$ cat src/rtl/mips_multicycle_control.sv
// Multi-cycle MIPS main control FSM: fetch/decode/execute/memory/write-back sequencing.
// Optional macro MC_MEM_WAIT_EN stretches FETCH/MEMRD/MEMWR until mem_ready is high.
module mips_multicycle_control (
  input  logic       clk,
  input  logic       rst_n,
  input  logic [5:0] opcode,
  input  logic       mem_ready,
  output logic       pc_write,
  output logic       pc_write_cond,
  output logic [1:0] pc_source,
  output logic       i_or_d,
  output logic       mem_read,
  output logic       mem_write,
  output logic       ir_write,
  output logic       reg_dst,
  output logic       mem_to_reg,
  output logic       reg_write,
  output logic       alu_src_a,
  output logic [1:0] alu_src_b,
  output logic       zero_ext,
  output logic [2:0] alu_op,
  output logic       instr_done,
  output logic       illegal_op,
  output logic [3:0] state
);

  typedef enum logic [3:0] {
    S_FETCH  = 4'd0,  S_DECODE = 4'd1,  S_MEMADR = 4'd2,  S_MEMRD = 4'd3,
    S_MEMWB  = 4'd4,  S_MEMWR  = 4'd5,  S_EXEC   = 4'd6,  S_RWB   = 4'd7,
    S_BRANCH = 4'd8,  S_IEXEC  = 4'd9,  S_IWB    = 4'd10, S_JUMP  = 4'd11,
    S_IDLE   = 4'd15
  } state_t;

  typedef struct packed {
    logic       pc_write;
    logic       pc_write_cond;
    logic [1:0] pc_source;
    logic       i_or_d;
    logic       mem_read;
    logic       mem_write;
    logic       ir_write;
    logic       reg_dst;
    logic       mem_to_reg;
    logic       reg_write;
    logic       alu_src_a;
    logic [1:0] alu_src_b;
    logic       zero_ext;
    logic [2:0] alu_op;
    logic       instr_done;
  } ctrl_t;

  localparam logic [5:0] OP_RTYPE = 6'b000000;
  localparam logic [5:0] OP_J     = 6'b000010;
  localparam logic [5:0] OP_BEQ   = 6'b000100;
  localparam logic [5:0] OP_ADDI  = 6'b001000;
  localparam logic [5:0] OP_ANDI  = 6'b001100;
  localparam logic [5:0] OP_ORI   = 6'b001101;
  localparam logic [5:0] OP_LW    = 6'b100011;
  localparam logic [5:0] OP_SW    = 6'b101011;

  state_t r_state;
  state_t w_next;
  ctrl_t  r_ctrl;
  logic   w_op_legal;
  logic   w_illegal;
  logic   w_fetch_gate;
  logic   w_memwr_gate;

  // Control word for a given state; the opcode only matters for IEXEC ALU selection.
  function automatic ctrl_t decode_ctrl(input state_t s, input logic [5:0] op);
    ctrl_t c;
    c = '0;
    case (s)
      S_FETCH:  begin c.mem_read = 1'b1; c.ir_write = 1'b1; c.pc_write = 1'b1; c.alu_src_b = 2'b01; end
      S_DECODE: c.alu_src_b = 2'b11;
      S_MEMADR: begin c.alu_src_a = 1'b1; c.alu_src_b = 2'b10; end
      S_MEMRD:  begin c.mem_read = 1'b1; c.i_or_d = 1'b1; end
      S_MEMWB:  begin c.reg_write = 1'b1; c.mem_to_reg = 1'b1; c.instr_done = 1'b1; end
      S_MEMWR:  begin c.mem_write = 1'b1; c.i_or_d = 1'b1; c.instr_done = 1'b1; end
      S_EXEC:   begin c.alu_src_a = 1'b1; c.alu_op = 3'b010; end
      S_RWB:    begin c.reg_write = 1'b1; c.reg_dst = 1'b1; c.instr_done = 1'b1; end
      S_BRANCH: begin
        c.alu_src_a = 1'b1; c.alu_op = 3'b001; c.pc_write_cond = 1'b1;
        c.pc_source = 2'b01; c.instr_done = 1'b1;
      end
      S_IEXEC:  begin
        c.alu_src_a = 1'b1; c.alu_src_b = 2'b10;
        case (op)
          OP_ANDI: begin c.alu_op = 3'b011; c.zero_ext = 1'b1; end
          OP_ORI:  begin c.alu_op = 3'b100; c.zero_ext = 1'b1; end
          default: c.alu_op = 3'b000;
        endcase
      end
      S_IWB:    begin c.reg_write = 1'b1; c.instr_done = 1'b1; end
      S_JUMP:   begin c.pc_write = 1'b1; c.pc_source = 2'b10; c.instr_done = 1'b1; end
      default:  c = '0;
    endcase
    return c;
  endfunction

  // Opcode legality check used for DECODE dispatch and the illegal pulse.
  always_comb begin
    case (opcode)
      OP_RTYPE, OP_J, OP_BEQ, OP_ADDI, OP_ANDI, OP_ORI, OP_LW, OP_SW: w_op_legal = 1'b1;
      default: w_op_legal = 1'b0;
    endcase
  end

`ifdef MC_MEM_WAIT_EN
  assign w_fetch_gate = (r_state != S_FETCH) | mem_ready;
  assign w_memwr_gate = (r_state != S_MEMWR) | mem_ready;
`else
  assign w_fetch_gate = mem_ready | 1'b1;
  assign w_memwr_gate = 1'b1;
`endif

  // Next-state selection; memory states hold on w_fetch/memwr gating when wait states are enabled.
  always_comb begin
    w_next = S_IDLE;
    case (r_state)
      S_IDLE:   w_next = S_FETCH;
`ifdef MC_MEM_WAIT_EN
      S_FETCH:  w_next = mem_ready ? S_DECODE : S_FETCH;
      S_MEMRD:  w_next = mem_ready ? S_MEMWB  : S_MEMRD;
      S_MEMWR:  w_next = mem_ready ? S_FETCH  : S_MEMWR;
`else
      S_FETCH:  w_next = S_DECODE;
      S_MEMRD:  w_next = S_MEMWB;
      S_MEMWR:  w_next = S_FETCH;
`endif
      S_DECODE: begin
        case (opcode)
          OP_LW, OP_SW:             w_next = S_MEMADR;
          OP_RTYPE:                 w_next = S_EXEC;
          OP_BEQ:                   w_next = S_BRANCH;
          OP_ADDI, OP_ANDI, OP_ORI: w_next = S_IEXEC;
          OP_J:                     w_next = S_JUMP;
          default:                  w_next = S_FETCH;
        endcase
      end
      S_MEMADR: w_next = (opcode == OP_LW) ? S_MEMRD : S_MEMWR;
      S_MEMWB, S_RWB, S_BRANCH, S_IWB, S_JUMP: w_next = S_FETCH;
      S_EXEC:   w_next = S_RWB;
      S_IEXEC:  w_next = S_IWB;
      default:  w_next = S_IDLE;
    endcase
  end

  // State register with the control word pre-decoded for the state being entered.
  always_ff @(posedge clk or negedge rst_n) begin
    if (!rst_n) begin
      r_state <= S_IDLE;
      r_ctrl  <= '0;
    end else begin
      r_state <= w_next;
      r_ctrl  <= decode_ctrl(w_next, opcode);
    end
  end

  // Opcode is only valid once DECODE is reached, so the illegal pulse is decoded live.
  assign w_illegal     = (r_state == S_DECODE) & ~w_op_legal;

  assign pc_write      = r_ctrl.pc_write & w_fetch_gate;
  assign pc_write_cond = r_ctrl.pc_write_cond;
  assign pc_source     = r_ctrl.pc_source;
  assign i_or_d        = r_ctrl.i_or_d;
  assign mem_read      = r_ctrl.mem_read;
  assign mem_write     = r_ctrl.mem_write;
  assign ir_write      = r_ctrl.ir_write & w_fetch_gate;
  assign reg_dst       = r_ctrl.reg_dst;
  assign mem_to_reg    = r_ctrl.mem_to_reg;
  assign reg_write     = r_ctrl.reg_write;
  assign alu_src_a     = r_ctrl.alu_src_a;
  assign alu_src_b     = r_ctrl.alu_src_b;
  assign zero_ext      = r_ctrl.zero_ext;
  assign alu_op        = r_ctrl.alu_op;
  assign instr_done    = (r_ctrl.instr_done & w_memwr_gate) | w_illegal;
  assign illegal_op    = w_illegal;
  assign state         = r_state;

endmodule

$ cat config.mk
export PLATFORM = sky130hd
export DESIGN_NAME = mips_multicycle_control
export DESIGN_NICKNAME = d
export VERILOG_FILES = /design/src/rtl/mips_multicycle_control.sv
export SDC_FILE = /design/constraint.sdc
export NUM_CORES = 1
export LEC_CHECK = 0
export ABC_AREA = 0
export CELL_PAD_IN_SITES_DETAIL_PLACEMENT = 0
export CELL_PAD_IN_SITES_GLOBAL_PLACEMENT = 1
export CORE_MARGIN = 10
export CORE_UTILIZATION = 30
export CTS_BUF_LIST = sky130_fd_sc_hd__clkbuf_8 sky130_fd_sc_hd__clkbuf_16
export CTS_CLUSTER_DIAMETER = 40
export DETAILED_ROUTE_END_ITERATION = 6
export PLACE_DENSITY_LB_ADDON = 0.1
export SYNTH_ARGS = -nofsm -noshare
export SYNTH_HDL_FRONTEND = slang
export SYNTH_SLANG_ARGS = --single-unit
$ cat constraint.sdc
create_clock -name clk -period 4 [get_ports clk]
set_input_delay 0.4 -clock clk [delete_from_list [all_inputs] [get_ports clk]]
set_output_delay 0.4 -clock clk [all_outputs]
set_load 0.1 [all_outputs]
==> flow_summary.toml, run 1 <==
[cells_and_area]
largest_reg_flops = 4
fin_nets = 149
utilization_pct = 40.7
diodes = 0
area_delta_synth_final_pct = 29.3
finalNonFillerCells = 187
layout_commonest_cell = "clkdlybuf4s50_1"
drive_gt1_share_pct = 17.3
layout.cells.most_common_list = "clkdlybuf4s50_1, dfrtp_1, nor2_1, inv_1, nand2b_1"

[critical_path]
worst_ep_arrival_time_ns = 2.29
crit_required_ns = 3.60
reg2reg_from = "state[2]"
cp_top_family = "simple AND/OR/NAND/NOR gates"
regToRegSetupSlack_ns = 1.77
crit_chain = "clkdlybuf4s50_1 > or3_4 > a21oi_1 > nand2b_1 > a21oi_2 > or2_2 > buf_4"
cpPeakStageDelay_ns = 0.59
critical_path.startpoint_type = "input port"
worstRegToRegCells = 6
path_class = "input port to output port"
rr_endpoint = "ir_write"
worst-path-buf-inv = 2
cp_max_fo = 9
endpoint_kind = "output port"
cp_slowest_cell = "clkdlybuf4s50_1"

[detailed_routing]
highest_layer = "met4"
wl_met2_um = 1300
drc_errors = 0
wl_met3_um = 293
vias_per_cell = 4.93
finalWirelength_um = 2860
drtIter0Drc = 63
num_vias = 922
wl_met1_um = 1250
ant_nets = 0
firstDrtPassIters = 4
wire_per_inst_um = 15.3

[grt]
grt_max_degree = 23
overflow = 0
grt_pass1_wl_um = 4720
grt_pass1_vias = 906
antenna_found_initial = 0
grtUsageTotal_pct = 9.08

[cts]
cts_tree = "done"
hold_buffers = 0
post_cts_resized = 0
postCtsSetupBuffers = 0
clock-root-buffer = "clkbuf_8"
htree_num_levels = 1
cts-buffers-inserted = 3
cts_sinks = 22
clk_pin_slew_ns = 0.08
clock_path_buffers = 2
clk-insertion-delay-late_ns = 0.26

[synth]
postSynth.asyncResetShare_pct = 100
syn_inst = 116
synth_top_cells_by_area = "dfrtp_1, dfstp_2, buf_4, nor2_1, nand2b_1"
yosys.area.top_type_share_pct = 38.5
ys_types = 45
synth_top_area_cell = "dfrtp_1"
yosys_warnings = 0
yosysSeqAreaShare_pct = 47.5
syn-num-nets = 125
ys_ff_latch = 22
synth-edff-count = 0
ys.flop_type = "dfrtp_1"
syn_area_sq_um = 1170
syn_avg_cell_area_sq_um = 10.1

[floorplanning]
start_util_pct = 31.4
die_w_um = 82.4
core_region_area_sq_um = 3720
fp-row-count = 22
dieArea_sq_um = 6790
io_pins = 33
die_y_um = 82.4

[run_status]
status = "finished clean"

[timing]
fin_setup_tns_ns = 0
setup_viol = 0
tightest_slew_ns = 0.977
slew_headroom_pct = 34.6
drv_slew = 0
fmax_mhz = 371
final_hold_viol_count = 0
finalCritPeriodShare_pct = 67.4
worst_slack_ns = 1.31
rsz0062_at_grt = "false"
skew_ns = 0.00398
period_minus_slack_ns = 2.69

[placed_design]
placement.io_buffers = 31
dp.cells = 183
place_ws_ns = 1.33
place_hpwl_um = 2130
gp_congestion = 0.745

[flow_run]
drv_cap = 0

[min_path]
hold_path.class = "input port to asynchronous set/reset pin"
worst max-delay path by stage:
stage,endpoint,slack (ns),from,depth (start not counted)
floorplan,instr_done,0.49,state[0],5
global placement,instr_done,1.32,opcode[3],7
detailed placement,instr_done,1.33,opcode[3],7
CTS,instr_done,1.31,opcode[3],7
global route,instr_done,1.23,opcode[3],7
finish,instr_done,1.31,opcode[3],7
through the flow:
step           hold WS [ns]  cell area, sq um
6_report              0.660              1510
5_1_grt               0.714              1510
4_1_cts               0.685              1510
3_5_place_dp          0.663              1460
3_3_place_gp          0.669              1460
2_1_floorplan         0.104              1170
routing by layer:
metal / track usage [%] / vias to the layer above
met5: 0 / -
met4: 3.06 / 0
met3: 3.13 / 2
met2: 13.5 / 29
met1: 12.0 / 442
li1: - / 449
layout make-up:
| class | instances | area [sq um] |
|---|---|---|
| fill | 375 | 2200 |
| sequential | 22 | 556 |
| multi-input combinational | 74 | 505 |
| timing repair buffer | 31 | 305 |
| tap | 48 | 60.1 |
| clock buffer | 4 | 55.1 |
| inverter | 8 | 30.0 |
synth_stat cells (2+ instances only):
library cell  count
or3_4             2
nor3_1            2
buf_4             7
or3_1             2
o21ai_0           3
nand3_1           5
dfstp_2           4
or2_2             4
nor2_1           12
dfrtp_1          18
nor4b_1           3
inv_1             7
a21oi_1           4
clkbuf_1          2
or2_1             2
nand2b_1          6
nand2_1           5
worst register-to-register path, cell delays in order, from the launching register on:
cell and delay (ns):
dfstp_2 0.61, nand2b_1 0.25, a2111oi_4 0.08, nor4_4 0.51
inv_2 0.12, or4_1 0.55, inv_1 0.06
cell families (layout without fill, tap and decap cells):
group / count (synthesis) / after routing / share of synthesized area, %
AND/OR/NAND/NOR: 52 / 52 / 27.8
flip-flops: 22 / 22 / 47.5
buffers and inverters: 20 / 43 / 9.53
XOR/XNOR: 1 / 1 / 0.750
AO/OA/AOI/OAI: 21 / 21 / 14.3
Power of run 1 is left out: the tool's default activity adds up to more than one toggle a clock period on the data nets, which glitch-free logic cannot reach.
==> run 2, diff against run 1 <==
clock period = 2.2 ns   (was 4 ns; I/O delays follow)
==> run 2 against run 1 <==
Clock skew rose by 0.00097 ns. Wire length rose by 2.7%. Sequential cell count did not move. Register-to-register slack got worse by 1.6 ns. Cell count rose by 9.1%. Global-route usage barely moved. Hold slack got worse by 0.38 ns. Via count rose by 4.1%. Critical path depth did not move. Die area did not move.
==> flow_summary.toml, run 2 (synthesis gave the netlist of run 1 again) <==
[critical_path]
endpoint_kind = "output port"
cp_max_fo = 4
critical_path.startpoint_type = "input port"
worst_ep_arrival_time_ns = 1.84
path_class = "input port to output port"
crit_required_ns = 1.98
worstRegToRegCells = 6

[floorplanning]
io_pins = 33
core_region_area_sq_um = 3720
die_w_um = 82.4
start_util_pct = 31.4
die_y_um = 82.4
fp-row-count = 22
dieArea_sq_um = 6790

[cts]
clock_path_buffers = 2
htree_num_levels = 1
clk_pin_slew_ns = 0.08
hold_buffers = 0
cts-buffers-inserted = 3
clock-root-buffer = "clkbuf_8"
cts_tree = "done"
clk-insertion-delay-late_ns = 0.27
cts_sinks = 22
postCtsSetupBuffers = 0

[detailed_routing]
drtIter0Drc = 44
vias_per_cell = 4.71
drc_errors = 0
firstDrtPassIters = 4
wire_per_inst_um = 14.4
num_vias = 960
finalWirelength_um = 2940
ant_nets = 0

[placed_design]
placement.io_buffers = 31
gp_congestion = 0.719
place_hpwl_um = 2300

[timing]
fmax_mhz = 485
final_hold_viol_count = 0
tightest_slew_ns = 0.441
setup_viol = 0
skew_ns = 0.00495
slew_headroom_pct = 70.2
rsz0062_at_grt = "false"
period_minus_slack_ns = 2.06
drv_slew = 0
fin_setup_tns_ns = 0
finalCritPeriodShare_pct = 93.8

[grt]
grt_pass1_wl_um = 4830
antenna_found_initial = 0
grtUsageTotal_pct = 9.12
grt_pass1_vias = 981
grt_max_degree = 23
overflow = 0

[cells_and_area]
largest_reg_flops = 4
area_delta_synth_final_pct = 42.5
layout_commonest_cell = "buf_4"
fin_nets = 166
layout.cells.most_common_list = "buf_4, dfrtp_1, nor2_1, inv_1, nand2b_1"
diodes = 0
drive_gt1_share_pct = 41.0

[min_path]
hold_depth = 3
hold_path.class = "input port to flop"

[run_status]
status = "finished clean"

[flow_run]
drv_cap = 0
run 2: changes by cell type in the layout (fill, tap and decap cells not counted), moves of 2 or more:
cell	change
buf_12	+2
dlymetal6s2s_1	+2
buf_4	+37
dfstp_4	+4
dfstp_2	-4
clkdlybuf4s50_1	-24
run 2: repair_timing:
item,in CTS,in global routing
endpoints found under the hold margin,0,0
gates resized for setup,0,2
endpoints found under the setup margin,0,1
run 2: routing by layer:
layer,GRT usage [%],vias to the layer above,routed length [um]
li1,-,479,-
met1,11.7,449,1400
met2,13.9,28,1250
met3,3.24,4,256
met4,3.06,0,28
met5,0,-,0
run 2: metrics by stage:
step                hold slack (ns)  std cells  setup WS, ns  util [%]  instance area (sq um)
floorplan                   -0.0756        116        -0.348         -                   1220
global placement              0.589        200       -0.0800      42.9                   1590
detailed placement            0.593        200       -0.0670      42.9                   1590
CTS                           0.307        204        0.0153      44.7                   1660
global route                  0.313        204        0.0294      44.8                   1670
finish                        0.277        204         0.137      44.8                   1670
run 2: path summary, 6_finish.rpt:
| check | end | start | slack, ns |
|---|---|---|---|
| worst max-delay path | instr_done | opcode[5] | 0.14 |
| worst min-delay path | alu_op[2] | opcode[0] | 0.28 |
| worst max register to register | alu_src_a | state[2] | 0.16 |
| worst min register to register | reg_dst | state[2] | 0.76 |
| max in group asynchronous | state[3] | rst_n | 1.64 |
| min in group asynchronous | alu_op[2] | rst_n | 0.29 |
run 2: final cells by class:
cell class / instances / area [sq um]
clock buffer: 4 / 66.3
fill: 388 / 2050
inverter: 8 / 30.0
multi-input combinational: 74 / 531
sequential: 22 / 571
tap: 48 / 60.1
timing repair buffer: 48 / 408
run 2: worst max-delay path, cell delays in order:
cell,delay (ns)
clkdlybuf4s50_1,0.47
or3_4,0.37
a21oi_1,0.14
nand2b_1,0.16
a21oi_4,0.05
or2_4,0.27
buf_12,0.16
Power of run 2 is left out for the same reason.
==> run 3, diff against run 2 <==
==> constraint.sdc (replaced) <==
create_clock -name clk -period 2.2 [get_ports clk]
set_input_delay 0.44 -clock clk [delete_from_list [all_inputs] [get_ports clk]]
set_output_delay 0.44 -clock clk [all_outputs]
set_load 0.1 [all_outputs]
==> run 3 against run 2 <==
First-iteration DRC count shrank 50%. Global-route usage rose by 0.71 points. Critical path depth shrank 2. Clock skew increased by 0.0014 ns. Highest routed layer unchanged.
==> flow_summary.toml, run 3 (synthesis gave the netlist of run 1 again) <==
[grt]
grt_pass1_vias = 1056
overflow = 0
grt_pass1_wl_um = 5090
grt_max_degree = 23
antenna_found_initial = 0
grtUsageTotal_pct = 9.84

[detailed_routing]
ant_nets = 0
wire_per_inst_um = 14.3
vias_per_cell = 4.79
num_vias = 1010
finalWirelength_um = 3020
firstDrtPassIters = 4
drtIter0Drc = 22
drc_errors = 0

[cts]
hold_buffers = 0
clk_pin_slew_ns = 0.08
cts_tree = "done"
clk-insertion-delay-late_ns = 0.27
cts-buffers-inserted = 3
clock-root-buffer = "clkbuf_8"
cts_sinks = 22
htree_num_levels = 1
clock_path_buffers = 2

[floorplanning]
core_region_area_sq_um = 3720
fp-row-count = 22
die_y_um = 82.4
io_pins = 33
die_w_um = 82.4
start_util_pct = 31.4
dieArea_sq_um = 6790

[timing]
drv_slew = 0
skew_ns = 0.00633
final_hold_viol_count = 0
holdWs_ns = 0.520
tightest_slew_ns = 0.525
fmax_mhz = 468
rsz0062_at_grt = "true"
finalCritPeriodShare_pct = 97.1
slew_headroom_pct = 64.5
period_minus_slack_ns = 2.14
setup_viol = 0

[placed_design]
dp.cells = 204
gp_congestion = 0.745
placement.io_buffers = 31
placed_area_sq_um = 1670
place_hpwl_um = 2350

[critical_path]
endpoint_kind = "output port"
regToRegSetupSlack_ns = 0.15
crit_required_ns = 1.76
worstRegToRegCells = 6
reg2reg_from = "state[3]"
path_class = "flop to output port"
critical_path.startpoint_type = "flop"
cp_max_fo = 2
worst_ep_arrival_time_ns = 1.70
rr_endpoint = "ir_write"

[cells_and_area]
n_fill_cell = 372
diodes = 0
layout_commonest_cell = "buf_4"
drive_gt1_share_pct = 47.9
finalNonFillerCells = 211
final_cell_area_sq_um = 1770
utilization_pct = 47.7
layout.cells.most_common_list = "buf_4, dfrtp_1, nor2_1, inv_1, buf_12"
area_delta_synth_final_pct = 51.7
fin_nets = 173
largest_reg_flops = 4

[flow_run]
drv_cap = 0

[min_path]
hold_path.class = "input port to asynchronous set/reset pin"

[run_status]
status = "finished clean"
run 3: cell count changes in the layout (fill, tap and decap cells not counted), sizes merged:
| cell | change |
|---|---|
| clkbuf | +3 |
| dlygate4sd2 | +1 |
| buf | +7 |
| clkdlybuf4s50 | -4 |
| clkdlybuf4s15 | +2 |
| dlymetal6s2s | -2 |
run 3: per-layer routing:
metal,wire (um),vias up,track usage [%]
met5,0,-,0
met2,1370,30,15.2
met4,50,0,4.59
met3,309,4,4.10
met1,1290,482,11.6
li1,-,494,-
run 3: critical path: stages (launching register included):
cell,delay [ns]
dfstp_4,0.62
nor4b_4,0.28
nand2b_4,0.08
a21oi_4,0.13
or2_4,0.15
buf_12,0.16
run 3: stage by stage:
| step | setup slack [ns] | TNS, ns |
|---|---|---|
| 6_report | 0.0631 | 0 |
| 5_1_grt | -0.00138 | -0.00138 |
| 4_1_cts | 0.0153 | 0 |
| 3_5_place_dp | -0.358 | -3.04 |
| 3_3_place_gp | -0.354 | -2.87 |
| 2_1_floorplan | -0.568 | -0.694 |
run 3: worst max path at each step:
stage | endpoint | startpoint | depth (start not counted) | slack [ns]
3_3_place_gp | alu_src_a | opcode[3] | 7 | -0.35
2_1_floorplan | instr_done | state[0] | 5 | -0.57
3_5_place_dp | alu_src_a | opcode[3] | 7 | -0.36
5_1_grt | instr_done | state[0] | 5 | -0.001
4_1_cts | instr_done | opcode[5] | 7 | 0.02
6_report | instr_done | state[0] | 5 | 0.06
run 3: area by class of cell:
type / instances / area [sq um] / area share (%)
sequential: 22 / 571 / 32.2
timing repair buffer: 55 / 489 / 27.6
inverter: 8 / 30.0 / 1.69
tap: 48 / 60.1 / 3.39
clock buffer: 4 / 66.3 / 3.74
multi-input combinational: 74 / 557 / 31.4
run 3: timing repair:
item | in CTS | in global routing
gates resized for setup | 13 | 6
pin swaps | 3 | 5
buffers inserted | 3 | 0
endpoints found under the setup margin | 5 | 3
Power of run 3 is left out for the same reason.
